File: config.mk
export PLATFORM = sky130hd
export DESIGN_NAME = apb_master_ctrl_flat
export DESIGN_NICKNAME = d
export VERILOG_FILES = /design/src/rtl/ahb_apb_pkg.sv /design/src/rtl/apb_master_ctrl_if.sv /design/src/rtl/apb_slave_mux.sv /design/src/rtl/apb_master_ctrl.sv /design/src/flat_wrapper.sv
export SDC_FILE = /design/constraint.sdc
export NUM_CORES = 1
export LEC_CHECK = 0
export CORE_AREA = 2 2 123 125
export DETAILED_ROUTE_END_ITERATION = 10
export DIE_AREA = 0 0 125 127
export MAX_ROUTING_LAYER = met4
export PLACE_DENSITY = 0.69
export SLEW_MARGIN = 20
export SYNTH_ARGS = -nofsm -noshare
export SYNTH_HDL_FRONTEND = slang
export SYNTH_HIERARCHICAL = 1
export SYNTH_SLANG_ARGS = --single-unit
File: constraint.sdc
create_clock -name hclk -period 2.83 [get_ports hclk]
set_input_delay 0.283 -clock hclk [delete_from_list [all_inputs] [get_ports hclk]]
set_output_delay 0.283 -clock hclk [all_outputs]
set_load 0.01 [all_outputs]
File: src/rtl/ahb_apb_pkg.sv
// Shared AHB/APB bridge definitions: transfer codes, control-word layout, error data and
// the APB sequencer state encoding.
package ahb_apb_pkg;

    typedef enum logic [1:0] {
        HTRANS_IDLE = 2'b00,
        HTRANS_BUSY = 2'b01,
        HTRANS_NSEQ = 2'b10,
        HTRANS_SEQ  = 2'b11
    } htrans_e;

    typedef enum logic [2:0] {
        HBURST_SINGLE = 3'd0,
        HBURST_INCR   = 3'd1,
        HBURST_WRAP4  = 3'd2,
        HBURST_INCR4  = 3'd3,
        HBURST_WRAP8  = 3'd4,
        HBURST_INCR8  = 3'd5,
        HBURST_WRAP16 = 3'd6,
        HBURST_INCR16 = 3'd7
    } hburst_e;

    localparam logic [2:0] HSIZE_WORD = 3'b010;

    localparam int CTRL_W         = 41;
    localparam int CTRL_HWRITE    = 40;
    localparam int CTRL_HTRANS_HI = 39;
    localparam int CTRL_HTRANS_LO = 38;
    localparam int CTRL_HBURST_HI = 37;
    localparam int CTRL_HBURST_LO = 35;
    localparam int CTRL_HSIZE_HI  = 34;
    localparam int CTRL_HSIZE_LO  = 32;
    localparam int CTRL_HADDR_HI  = 31;
    localparam int CTRL_HADDR_LO  = 0;

    // Field order mirrors the bit positions above, MSB first.
    typedef struct packed {
        logic        hwrite;
        htrans_e     htrans;
        hburst_e     hburst;
        logic [2:0]  hsize;
        logic [31:0] haddr;
    } ctrl_t;

    localparam logic [31:0] ERR_DATA = 32'hDEAD_BEEF;

    typedef enum logic [1:0] {
        ST_IDLE   = 2'd0,
        ST_SETUP  = 2'd1,
        ST_ACCESS = 2'd2
    } apb_state_e;

    function automatic logic slave_mapped(input int unsigned idx, input int unsigned num_slaves);
        return idx < num_slaves;
    endfunction

endpackage

File: src/rtl/apb_master_ctrl_if.sv
// APB bus between the bridge sequencer (master) and its slaves; prdata is packed per slave,
// slave i at [i*DATA_WIDTH +: DATA_WIDTH].
interface apb_master_ctrl_if #(
    parameter int DATA_WIDTH = 32,
    parameter int NUM_SLAVES = 4
);
    logic [31:0]                      paddr;
    logic [NUM_SLAVES-1:0]            psel;
    logic                             penable;
    logic                             pwrite;
    logic [DATA_WIDTH-1:0]            pwdata;
    logic [NUM_SLAVES*DATA_WIDTH-1:0] prdata;
    logic [NUM_SLAVES-1:0]            pready;
    logic [NUM_SLAVES-1:0]            pslverr;

    modport master (
        output paddr, psel, penable, pwrite, pwdata,
        input  prdata, pready, pslverr
    );

    modport slave (
        input  paddr, psel, penable, pwrite, pwdata,
        output prdata, pready, pslverr
    );
endinterface

File: src/rtl/apb_slave_mux.sv
// Slave index decode: one-hot psel, mapped flag, and selection of the addressed slave's
// prdata/pready/pslverr.
module apb_slave_mux
    import ahb_apb_pkg::*;
#(
    parameter int DATA_WIDTH = 32,
    parameter int NUM_SLAVES = 4,
    parameter int SLV_SEL_W  = 2
) (
    input  logic                             sel_en,
    input  logic [SLV_SEL_W-1:0]             idx,
    input  logic [NUM_SLAVES*DATA_WIDTH-1:0] prdata,
    input  logic [NUM_SLAVES-1:0]            pready,
    input  logic [NUM_SLAVES-1:0]            pslverr,
    output logic [NUM_SLAVES-1:0]            psel,
    output logic                             valid,
    output logic [DATA_WIDTH-1:0]            sel_rdata,
    output logic                             sel_ready,
    output logic                             sel_slverr
);
    logic [NUM_SLAVES-1:0] hit;

    assign valid = slave_mapped(32'(idx), NUM_SLAVES);

    generate
        for (genvar gi = 0; gi < NUM_SLAVES; gi++) begin : g_dec
            assign hit[gi]  = (idx == SLV_SEL_W'(gi));
            assign psel[gi] = sel_en & hit[gi];
        end
    endgenerate

    // AND-OR return mux: an unmapped index selects nothing and returns zeros.
    always_comb begin
        sel_rdata  = '0;
        sel_ready  = 1'b0;
        sel_slverr = 1'b0;
        for (int i = 0; i < NUM_SLAVES; i++) begin
            if (hit[i]) begin
                sel_rdata  = prdata[i*DATA_WIDTH +: DATA_WIDTH];
                sel_ready  = pready[i];
                sel_slverr = pslverr[i];
            end
        end
    end
endmodule

File: src/rtl/apb_master_ctrl.sv
// APB-side sequencer of the AHB-APB bridge: pops control/write-data FIFOs, runs SETUP/ACCESS,
// pushes read data. Optional ACCESS wait limit enabled by defining APB_TIMEOUT_EN.
module apb_master_ctrl
    import ahb_apb_pkg::*;
#(
    parameter int DATA_WIDTH     = 32,
    parameter int NUM_SLAVES     = 4,
    parameter int SLV_SEL_LSB    = 12,
    parameter int SLV_SEL_W      = 2,
    parameter int TIMEOUT_CYCLES = 16
) (
    input  logic                   hclk,
    input  logic                   resetn,
    input  logic                   ctrl_empty,
    input  logic [CTRL_W-1:0]      ctrl_rdata,
    output logic                   ctrl_ren,
    input  logic                   ahb_data_empty,
    input  logic [DATA_WIDTH-1:0]  ahb_data_rdata,
    output logic                   ahb_data_ren,
    input  logic                   apb_data_full,
    output logic                   apb_data_wen,
    output logic [DATA_WIDTH-1:0]  apb_data_wdata,
    apb_master_ctrl_if.master      apb,
    output logic                   apb_err
);
    apb_state_e            state_reg, state_next;
    logic [SLV_SEL_W-1:0]  idx_reg, idx_next;
    logic [31:0]           paddr_reg, paddr_next;
    logic                  pwrite_reg, pwrite_next;
    logic [DATA_WIDTH-1:0] pwdata_reg, pwdata_next;

    ctrl_t                 head;
    logic                  is_xfer, eligible, launch_mapped, do_launch;
    logic [SLV_SEL_W-1:0]  launch_idx;
    logic                  ctrl_ren_c, data_ren_c, wen_c, err_c;
    logic [DATA_WIDTH-1:0] wdata_c;
    logic                  cur_valid, sel_ready, sel_slverr, tmo_hit;
    logic [DATA_WIDTH-1:0] sel_rdata;
    logic                  unused_fields;

    assign head          = ctrl_t'(ctrl_rdata);
    assign unused_fields = ^{head.hburst, head.hsize, head.htrans[0]};
    assign is_xfer       = head.htrans[1];
    assign launch_idx    = head.haddr[SLV_SEL_LSB +: SLV_SEL_W];
    assign launch_mapped = slave_mapped(32'(launch_idx), NUM_SLAVES);
    // IDLE/BUSY entries are always poppable; real transfers need their data path ready.
    assign eligible = !ctrl_empty &&
                      (!is_xfer || (head.hwrite ? !ahb_data_empty : !apb_data_full));

    apb_slave_mux #(
        .DATA_WIDTH (DATA_WIDTH),
        .NUM_SLAVES (NUM_SLAVES),
        .SLV_SEL_W  (SLV_SEL_W)
    ) u_mux (
        .sel_en     ((state_reg != ST_IDLE) && cur_valid),
        .idx        (idx_reg),
        .prdata     (apb.prdata),
        .pready     (apb.pready),
        .pslverr    (apb.pslverr),
        .psel       (apb.psel),
        .valid      (cur_valid),
        .sel_rdata  (sel_rdata),
        .sel_ready  (sel_ready),
        .sel_slverr (sel_slverr)
    );

`ifdef APB_TIMEOUT_EN
    localparam int CNT_W = $clog2(TIMEOUT_CYCLES + 1);
    logic [CNT_W-1:0] tmo_cnt_reg, tmo_cnt_next;

    always_comb begin
        tmo_cnt_next = tmo_cnt_reg;
        if (do_launch)
            tmo_cnt_next = '0;
        else if (state_reg == ST_ACCESS && !sel_ready)
            tmo_cnt_next = tmo_cnt_reg + 1'b1;
    end

    always_ff @(posedge hclk or negedge resetn) begin
        if (!resetn) tmo_cnt_reg <= '0;
        else         tmo_cnt_reg <= tmo_cnt_next;
    end

    // Hit on the last allowed waiting cycle; a pready in that cycle still completes normally.
    assign tmo_hit = (tmo_cnt_reg == CNT_W'(TIMEOUT_CYCLES - 1));
`else
    localparam int unused_timeout = TIMEOUT_CYCLES;
    assign tmo_hit = 1'b0;
`endif

    always_comb begin
        state_next  = state_reg;
        idx_next    = idx_reg;
        paddr_next  = paddr_reg;
        pwrite_next = pwrite_reg;
        pwdata_next = pwdata_reg;
        do_launch   = 1'b0;
        ctrl_ren_c  = 1'b0;
        data_ren_c  = 1'b0;
        wen_c       = 1'b0;
        wdata_c     = '0;
        err_c       = 1'b0;
        case (state_reg)
            ST_IDLE: begin
                if (eligible) begin
                    if (!is_xfer) begin
                        ctrl_ren_c = 1'b1;
                    end else if (launch_mapped) begin
                        do_launch = 1'b1;
                    end else begin
                        ctrl_ren_c = 1'b1;
                        data_ren_c = head.hwrite;
                        err_c      = 1'b1;
                        if (!head.hwrite) begin
                            wen_c   = 1'b1;
                            wdata_c = DATA_WIDTH'(ERR_DATA);
                        end
                    end
                end
            end
            ST_SETUP: state_next = ST_ACCESS;
            ST_ACCESS: begin
                if (sel_ready) begin
                    if (!pwrite_reg) begin
                        wen_c   = 1'b1;
                        wdata_c = sel_rdata;
                    end
                    err_c = sel_slverr;
                    if (eligible && is_xfer && launch_mapped) do_launch = 1'b1;
                    else                                        state_next = ST_IDLE;
                end else if (tmo_hit) begin
                    err_c = 1'b1;
                    if (!pwrite_reg) begin
                        wen_c   = 1'b1;
                        wdata_c = DATA_WIDTH'(ERR_DATA);
                    end
                    state_next = ST_IDLE;
                end
            end
            default: state_next = ST_IDLE;
        endcase
        if (do_launch) begin
            ctrl_ren_c  = 1'b1;
            data_ren_c  = head.hwrite;
            idx_next    = launch_idx;
            paddr_next  = head.haddr;
            pwrite_next = head.hwrite;
            pwdata_next = head.hwrite ? ahb_data_rdata : pwdata_reg;
            state_next  = ST_SETUP;
        end
    end

    always_ff @(posedge hclk or negedge resetn) begin
        if (!resetn) begin
            state_reg  <= ST_IDLE;
            idx_reg    <= '0;
            paddr_reg  <= '0;
            pwrite_reg <= 1'b0;
            pwdata_reg <= '0;
        end else begin
            state_reg  <= state_next;
            idx_reg    <= idx_next;
            paddr_reg  <= paddr_next;
            pwrite_reg <= pwrite_next;
            pwdata_reg <= pwdata_next;
        end
    end

    // Strobes are masked by reset so nothing pops or pushes while resetn is held low.
    assign ctrl_ren       = resetn & ctrl_ren_c;
    assign ahb_data_ren   = resetn & data_ren_c;
    assign apb_data_wen   = resetn & wen_c;
    assign apb_data_wdata = resetn ? wdata_c : '0;
    assign apb_err        = resetn & err_c;

    assign apb.paddr   = paddr_reg;
    assign apb.penable = (state_reg == ST_ACCESS);
    assign apb.pwrite  = pwrite_reg;
    assign apb.pwdata  = pwdata_reg;
endmodule

File: src/flat_wrapper.sv
// flat-port wrapper written by rule: the top's interface ports become plain ports
module apb_master_ctrl_flat import ahb_apb_pkg::*;
#(
    parameter int DATA_WIDTH     = 32,
    parameter int NUM_SLAVES     = 4,
    parameter int SLV_SEL_LSB    = 12,
    parameter int SLV_SEL_W      = 2,
    parameter int TIMEOUT_CYCLES = 16
)
  (hclk, resetn, ctrl_empty, ctrl_rdata, ctrl_ren, ahb_data_empty, ahb_data_rdata, ahb_data_ren, apb_data_full, apb_data_wen, apb_data_wdata, apb_err, apb_paddr, apb_psel, apb_penable, apb_pwrite, apb_pwdata, apb_prdata, apb_pready, apb_pslverr);
  apb_master_ctrl_if #(.DATA_WIDTH(DATA_WIDTH), .NUM_SLAVES(NUM_SLAVES)) apb_i ();
  input  logic hclk;
  input  logic resetn;
  input  logic ctrl_empty;
  input  logic [CTRL_W-1:0] ctrl_rdata;
  output logic ctrl_ren;
  input  logic ahb_data_empty;
  input  logic [DATA_WIDTH-1:0] ahb_data_rdata;
  output logic ahb_data_ren;
  input  logic apb_data_full;
  output logic apb_data_wen;
  output logic [DATA_WIDTH-1:0] apb_data_wdata;
  output logic apb_err;
  output wire logic [$bits(apb_i.paddr)-1:0] apb_paddr;
  output wire logic [$bits(apb_i.psel)-1:0] apb_psel;
  output wire logic [$bits(apb_i.penable)-1:0] apb_penable;
  output wire logic [$bits(apb_i.pwrite)-1:0] apb_pwrite;
  output wire logic [$bits(apb_i.pwdata)-1:0] apb_pwdata;
  input wire logic [$bits(apb_i.prdata)-1:0] apb_prdata;
  input wire logic [$bits(apb_i.pready)-1:0] apb_pready;
  input wire logic [$bits(apb_i.pslverr)-1:0] apb_pslverr;
  assign apb_paddr = apb_i.paddr;
  assign apb_psel = apb_i.psel;
  assign apb_penable = apb_i.penable;
  assign apb_pwrite = apb_i.pwrite;
  assign apb_pwdata = apb_i.pwdata;
  assign apb_i.prdata = apb_prdata;
  assign apb_i.pready = apb_pready;
  assign apb_i.pslverr = apb_pslverr;
  apb_master_ctrl #(.DATA_WIDTH(DATA_WIDTH), .NUM_SLAVES(NUM_SLAVES), .SLV_SEL_LSB(SLV_SEL_LSB), .SLV_SEL_W(SLV_SEL_W), .TIMEOUT_CYCLES(TIMEOUT_CYCLES)) u_core (.hclk(hclk), .resetn(resetn), .ctrl_empty(ctrl_empty), .ctrl_rdata(ctrl_rdata), .ctrl_ren(ctrl_ren), .ahb_data_empty(ahb_data_empty), .ahb_data_rdata(ahb_data_rdata), .ahb_data_ren(ahb_data_ren), .apb_data_full(apb_data_full), .apb_data_wen(apb_data_wen), .apb_data_wdata(apb_data_wdata), .apb(apb_i), .apb_err(apb_err));
endmodule
==> metrics.md, run 1 <==
| Metric | Value |
|---|---|
| Relative slew slack | `50.62%` |
| Crit path launch type | `flop` |
| Die Span Y | `127 um` |
| H-tree depth | `3` |
| Synth async-reset ratio | `100.0%` |
| Via count | `around 3400` |
| Number of DRC markers in iteration 0 | `103` |
| FF+latch area | `between 0.0015 and 0.002 mm2` |
| Net Sw Power | `around 1.2 mW` |
| CTS sink cnt | `between 60 and 70` |
| Final worst-path cycle share | `a little over nine tenths` |
| Mapped Cells | `243` |
| Setup bufs post-CTS | `0` |
| Net Count, Synth | `457` |
| Max-cap violations | `0` |
| Top Family by Delay on Critical Path | `multiplexers` |
| Leakage power | `3.142 nW` |
| Data required time at the worst endpoint | `2.55 ns` |
| Area occupied by multi-input gates | `between 0.002 and 0.0025 mm2` |
| Post-route minimum period | `between 2 and 3 ns` |
| Yosys reg bits | `67` |
| Crit path cell chain | `mux4_2 > nand2b_2 > a41oi_1 > nor4_1 > clkdlybuf4s50_1` |
| CTS tree | `built` |
| Cell taking the most area after synthesis | `dfrtp_1` |
| R2R Setup Slk | `0.69 ns` |
| Overall die width | `125 um` |
| Area Growth Syn to Fin | `90.44%` |
| Detail Route Antenna Nets | `0` |
| Synth top area share | `42.43%` |
| Path type of the worst setup path | `flop to output pin` |
| Ratio of cells with drive above 1 in the final layout | `between 20% and 30%` |
| Vias per cell | `4.516` |
| Reg2Reg Launch Point | `u_core/idx_reg[0]` |
| Final Wtd Congestion | `roughly 0.93` |
| Max IR drop VDD | `0.4208 mV` |
| Clk root buf | `clkbuf_16` |
| Routing usage on met2 | `30.82%` |
| Sequential-to-total area share from yosys stat | `a little over two fifths` |
| Syn avg cell area | `between 15 and 20 um2` |
| Core Area | `0.01442 mm2` |
| Combinational share of power | `45.9%` |
| Total GRT Usage | `17.61%` |
| DP Cell Count | `about 730` |
| Setup TNS Final | `0 ns` |
| Sw Share | `27.61%` |
| Nets | `769` |
| RSZ-0062 raised after global routing | `no` |
| CP endpoint kind | `output pin` |
| Number of global-route vias before repair | `roughly 3800` |
| Clock Tree Buf Depth | `2` |
| Number of synthesized flops with an enable pin | `0` |
| Met1 Usage GRT | `between 20% and 30%` |
| Initial core utilization | `27.39%` |
| Slew @ Worst Pin | `0.7408 ns` |
| TritonCTS Buffers | `9` |
| Dpl hpwl | `11010 um` |
| Number of flip-flops in the largest register | `32` |
| Worst skew pair latency | `0.32 ns` |
| # fillers | `about 1300` |
| Netlist cell types | `28` |
| Endpoints failing hold | `0` |
| Most common cell after layout, fill and taps aside | `clkdlybuf4s50_1` |
| First-pass GRT wire length | `21220 um` |
| Final wirelength | `roughly 14000 um` |
| Dominant cells by area after synthesis | `dfrtp_1 (42%), mux2_4 (22%), mux4_2 (19%)` |
| DR DRC count | `0` |
| Die area | `0.01588 mm2` |
| Most frequent cells in the layout | `clkdlybuf4s50_1 (311), dfrtp_1 (66), mux2_4 (57)` |
| Hold WC Path Type | `input port to asynchronous set/reset pin` |
| Rows | `44` |
| Most common flop cell mapped by yosys | `dfrtp_1` |
| Crit path max fanout | `4` |
| Outcome | `complete, no violations` |
| Drt pass-1 iters | `4` |
| Cell Pwr Density | `596.7 mW/mm2` |
| Total gr overflow | `0` |
| Non-Filler Instances | `746` |
| Met3 Use GR | `3.518%` |
| Crit path buf inv count | `1` |
| Peak Freq | `374.6 MHz` |
| Synth Warn # | `6` |
| IO Pins | `320` |
| Final setup viols | `0` |
| Sequential power share | `31.5%` |
| Initial antenna violation count | `2` |
| Final clock skew | `0.007429 ns` |
| Syn Std Cell Area | `0.003951 mm2` |
| WHS | `0.4097 ns` |
| Clock Power Share | `22.6%` |
| Crit path largest cell delay | `about 0.56 ns` |
| Grt peak-use layer | `met2` |
| Slowest CP cell | `mux4_2` |
| Reg clk slew, reported paths | `0.05 ns` |
| WL per Instance | `18.55 um` |
| Crit path launch | `u_core/idx_reg[0]` |
| P_int | `3.251 mW` |
| Max-slew violation count | `0` |
| Power, Total | `between 4 and 5 mW` |
| Port Buffers | `approximately 310` |
| Largest net degree at the start of global routing | `60` |
| Critical path data arrival time | `2.39 ns` |
-- synth_stat cells (2+ instances only) --
cell type / n
and3b_1: 2
buf_2: 4
mux2_4: 57
and2_1: 32
inv_1: 3
nand2_1: 2
nor2_1: 3
mux2_2: 7
dfrtp_1: 67
clkbuf_1: 4
buf_12: 2
buf_6: 7
nand4_4: 2
nand2b_1: 4
mux4_2: 34
-- layer usage --
| metal | part of all wire [%] | vias to the layer above | routed length, um |
|---|---|---|---|
| met4 | 2.1 | 0 | 289 |
| met1 | 39 | 1631 | 5419 |
| met5 | 0 | - | 0 |
| met2 | 52 | 185 | 7231 |
| met3 | 6.5 | 20 | 901 |
| li1 | - | 1533 | - |
-- per-stage QoR --
| stage | instance area, um2 | setup slack, ns | utilization, % |
|---|---|---|---|
| global placement | 7234 | 0.2296 | 50.16 |
| finish | 7525 | 0.1605 | 52.17 |
| floorplan | 3951 | 0.6289 | - |
| global route | 7525 | 0.05640 | 52.17 |
| CTS | 7517 | 0.07788 | 52.12 |
| detailed placement | 7234 | 0.2066 | 50.16 |
-- repair_timing --
action / CTS / global route
gates resized for setup: 0 / 1
hold endpoints to repair: 8 / 0
endpoints found under the setup margin: 0 / 1
hold buffers: 1 / 0
-- power groups by stage --
stage	Sequential (mW)	Clock [mW]	Combinational, mW
final	1.41	1.02	2.06
after global routing	1.45	1.10	2.19
after CTS	1.42	1.05	2.09
after detailed placement	1.42	0	2.08
after global placement	1.41	0	2.06
after floorplan	1.53	0	0.929
-- final cells by class --
| type | count | area share, % |
|---|---|---|
| Antenna cell | 2 | 0.06651 |
| Clock buffer | 12 | 3.276 |
| Clock inverter | 4 | 0.3492 |
| Inverter | 3 | 0.1497 |
| Multi-Input combinational cell | 155 | 27.97 |
| Sequential cell | 67 | 22.30 |
| Tap cell | 184 | 3.060 |
| Timing Repair Buffer | 319 | 42.83 |
-- logic make-up after synthesis --
family / Yosys count / share of synthesized area (%)
muxes: 98 / 43.03
and+or+nand+nor: 52 / 9.278
buffers and inverters: 21 / 4.370
other: 1 / 0.09491
AOI/OAI and AO/OA: 4 / 0.7916
DFF: 67 / 42.43
-- path summary, 6_finish.rpt --
kind,to,depth (start not counted)
max reg2reg,u_core/apb.paddr[0],5
max,ctrl_ren,5
max in group asynchronous,u_core/apb.paddr[3],3
min reg2reg,u_core/apb.paddr[5],1
min in group hclk,u_core/apb.paddr[5],1
min,u_core/apb.pwrite,2
Power figures use the tool's default switching activity.
==> run 2, diff against run 1 <==
- CORE_AREA: 2 2 123 125 -> 2 2 125 127
- DIE_AREA: 0 0 125 127 -> 0 0 127 129
- GPL_TIMING_DRIVEN: default -> 0
- PLACE_DENSITY: 0.69 -> 0.7
- clock period: 2.83 -> 2.35 ns (I/O delays scaled with it)
==> run 2 against run 1 <==
Net effect: sequential power rose by 21%; combinational power rose by 28%; clock skew up 0.0026 ns; global-route usage increased by 0.29 points; critical endpoint is now apb_data_wdata[22]; final area increased by 1.7%; worst hold slack gained 0.093 ns; sequential share of layout area shrank 0.38 points; routed wire length grew 5.8%; critical path depth up 2; total power increased by 26%; first-iteration DRC count fell by 5.8%; non-clock buffer count rose by 22.
==> metrics.md, run 2 (synthesized netlist as in run 1, its figures left out) <==
| Metric | Value |
|---|---|
| Outcome | `complete, no violations` |
| Rows | `45` |
| Setup ws final | `a little under 0.1 ns` |
| Final worst-path cycle share | `a little over nine tenths` |
| Total GRT Usage | `17.89%` |
| Cell Pwr Density | `~740 mW/mm2` |
| DR DRC count | `0` |
| Clock Tree Buf Depth | `2` |
| Worst skew pair latency | `between 0.3 and 0.4 ns` |
| Power, Total | `5.678 mW` |
| Total gr overflow | `0` |
| Slew @ Worst Pin | `0.7920 ns` |
| Number of flip-flops in the largest register | `32` |
| Endpoints failing hold | `0` |
| Core Area | `0.01498 mm2` |
| Dpl hpwl | `11820 um` |
| Data required time at the worst endpoint | `2.12 ns` |
| Final Wtd Congestion | `0.7991` |
| CTS sink cnt | `67` |
| Critical path data arrival time | `2.02 ns` |
| WL per Instance | `18.97 um` |
| Initial antenna violation count | `3` |
| Detail Route Antenna Nets | `0` |
| Die area | `about 0.016 mm2` |
| Clk root buf | `clkbuf_16` |
| Port Buffers | `312` |
| First-pass GRT wire length | `21500 um` |
| Path type of the worst setup path | `flop to output pin` |
| Final Instance Area | `0.007655 mm2` |
| CP endpoint kind | `output pin` |
| Crit path launch type | `flop` |
| Die Span Y | `129 um` |
| Overall die width | `about 130 um` |
| Number of global-route vias before repair | `3863` |
| Crit path max fanout | `10` |
| Hold WC Path Type | `flop to flop` |
| Max-slew violation count | `0` |
| Area Growth Syn to Fin | `93.73%` |
| Most common cell after layout, fill and taps aside | `clkdlybuf4s50_1` |
| Area after DPL | `0.007335 mm2` |
| # fillers | `1352` |
| Ratio of cells with drive above 1 in the final layout | `between 30% and 40%` |
| Via count | `3504` |
| Final clock skew | `0.01001 ns` |
| Relative slew slack | `47.02%` |
| Max-cap violations | `0` |
| Peak Freq | `443.9 MHz` |
| Drt pass-1 iters | `4` |
| Setup TNS Final | `0 ns` |
| Largest net degree at the start of global routing | `51` |
| Number of DRC markers in iteration 0 | `97` |
| FF+latch area | `0.001678 mm2` |
| RSZ-0062 raised after global routing | `no` |
| Reg clk slew, reported paths | `roughly 0.05 ns` |
| Leakage power | `3.377 nW` |
| Nets | `between 700 and 800` |
| H-tree depth | `3` |
| Post-route minimum period | `around 2.3 ns` |
| IO Pins | `320` |
| Final setup viols | `0` |
| Vias per cell | `about 4.5` |
| Area occupied by multi-input gates | `around 0.0021 mm2` |
| Most frequent cells in the layout | `clkdlybuf4s50_1 (275), dfrtp_1 (66), mux2_4 (57)` |
| TritonCTS Buffers | `9` |
| Final wirelength | `14650 um` |
| Post-Place Worst Slack | `-0.4341 ns` |
| Initial core utilization | `between 20% and 30%` |
| CTS tree | `built` |
| Max IR drop VDD | `0.4209 mV` |
==> run 2: changes by cell type in the layout (fill, tap and decap cells not counted), sizes merged <==
cell / before / now
buf: 7 / 56
bufinv: 0 / 1
clkbuf: 12 / 16
clkdlybuf4s15: 0 / 1
clkdlybuf4s50: 311 / 275
clkinv: 3 / 1
clkinvlp: 1 / 0
diode: 2 / 3
dlygate4sd2: 0 / 4
dlygate4sd3: 1 / 2
==> run 2: metrics by stage <==
stage          std cells  hold slack [ns]  util [%]
3_3_place_gp         743           0.4897     48.81
4_1_cts              767           0.5050     51.01
3_5_place_dp         744           0.1437     48.97
5_1_grt              772           0.5108     51.11
6_report             772           0.5029     51.11
2_1_floorplan        243         -0.06059         -
==> run 2: layout make-up <==
cell class / instances / area share [%]
antenna: 3 / 0.09807
timing repair buffer: 324 / 40.57
clock buffer: 13 / 3.400
multi-input combinational: 155 / 27.84
inverter: 3 / 0.1471
tap: 188 / 3.073
buffer: 17 / 2.501
clock inverter: 2 / 0.4577
sequential: 67 / 21.92
==> run 2: critical path, stage by stage, from the launching register on <==
cell      delay (ns)
dfrtp_2         0.39
mux4_2          0.56
nand2_2         0.11
nor3_4          0.04
buf_12          0.14
clkbuf_8        0.15
and2_1          0.16
buf_2           0.14
==> run 2: routing by layer <==
metal	GRT usage [%]	up-vias	routed length (um)
li1	-	1574	-
met1	20.10	1735	5876
met2	30.90	180	7450
met3	5.447	15	1118
met4	5.236	0	204
met5	-	-	0
==> run 2: report_power, final <==
group / switching (mW) / internal, mW / total [mW] / leakage (nW)
combinational: 0.848 / 1.78 / 2.63 / 2.43
sequential: 0.218 / 1.49 / 1.71 / 0.797
clock: 0.470 / 0.872 / 1.34 / 0.146
total: 1.54 / 4.14 / 5.68 / 3.38
==> run 2: final timing paths <==
path                                       from               endpoint  slack, ns  cells past startpoint
setup / recovery              u_core/idx_reg[0]     apb_data_wdata[22]        0.1                      7
hold / removal             u_core/apb.paddr[26]   u_core/apb.paddr[26]       0.50                      1
setup reg to reg              u_core/idx_reg[0]   u_core/apb.pwdata[0]       0.19                      7
hold reg to reg            u_core/apb.paddr[26]   u_core/apb.paddr[26]       0.50                      1
max in group asynchronous                resetn      u_core/idx_reg[0]       1.20                      2
min in group asynchronous                resetn  u_core/apb.pwdata[22]       0.57                      3
==> run 2: timing repair <==
item,4_1_cts,5_1_grt
setup buffers,6,3
pin swaps,3,2
hold buffers,2,0
setup endpoints to repair,93,34
hold endpoints to repair,17,0
resized for setup,154,5
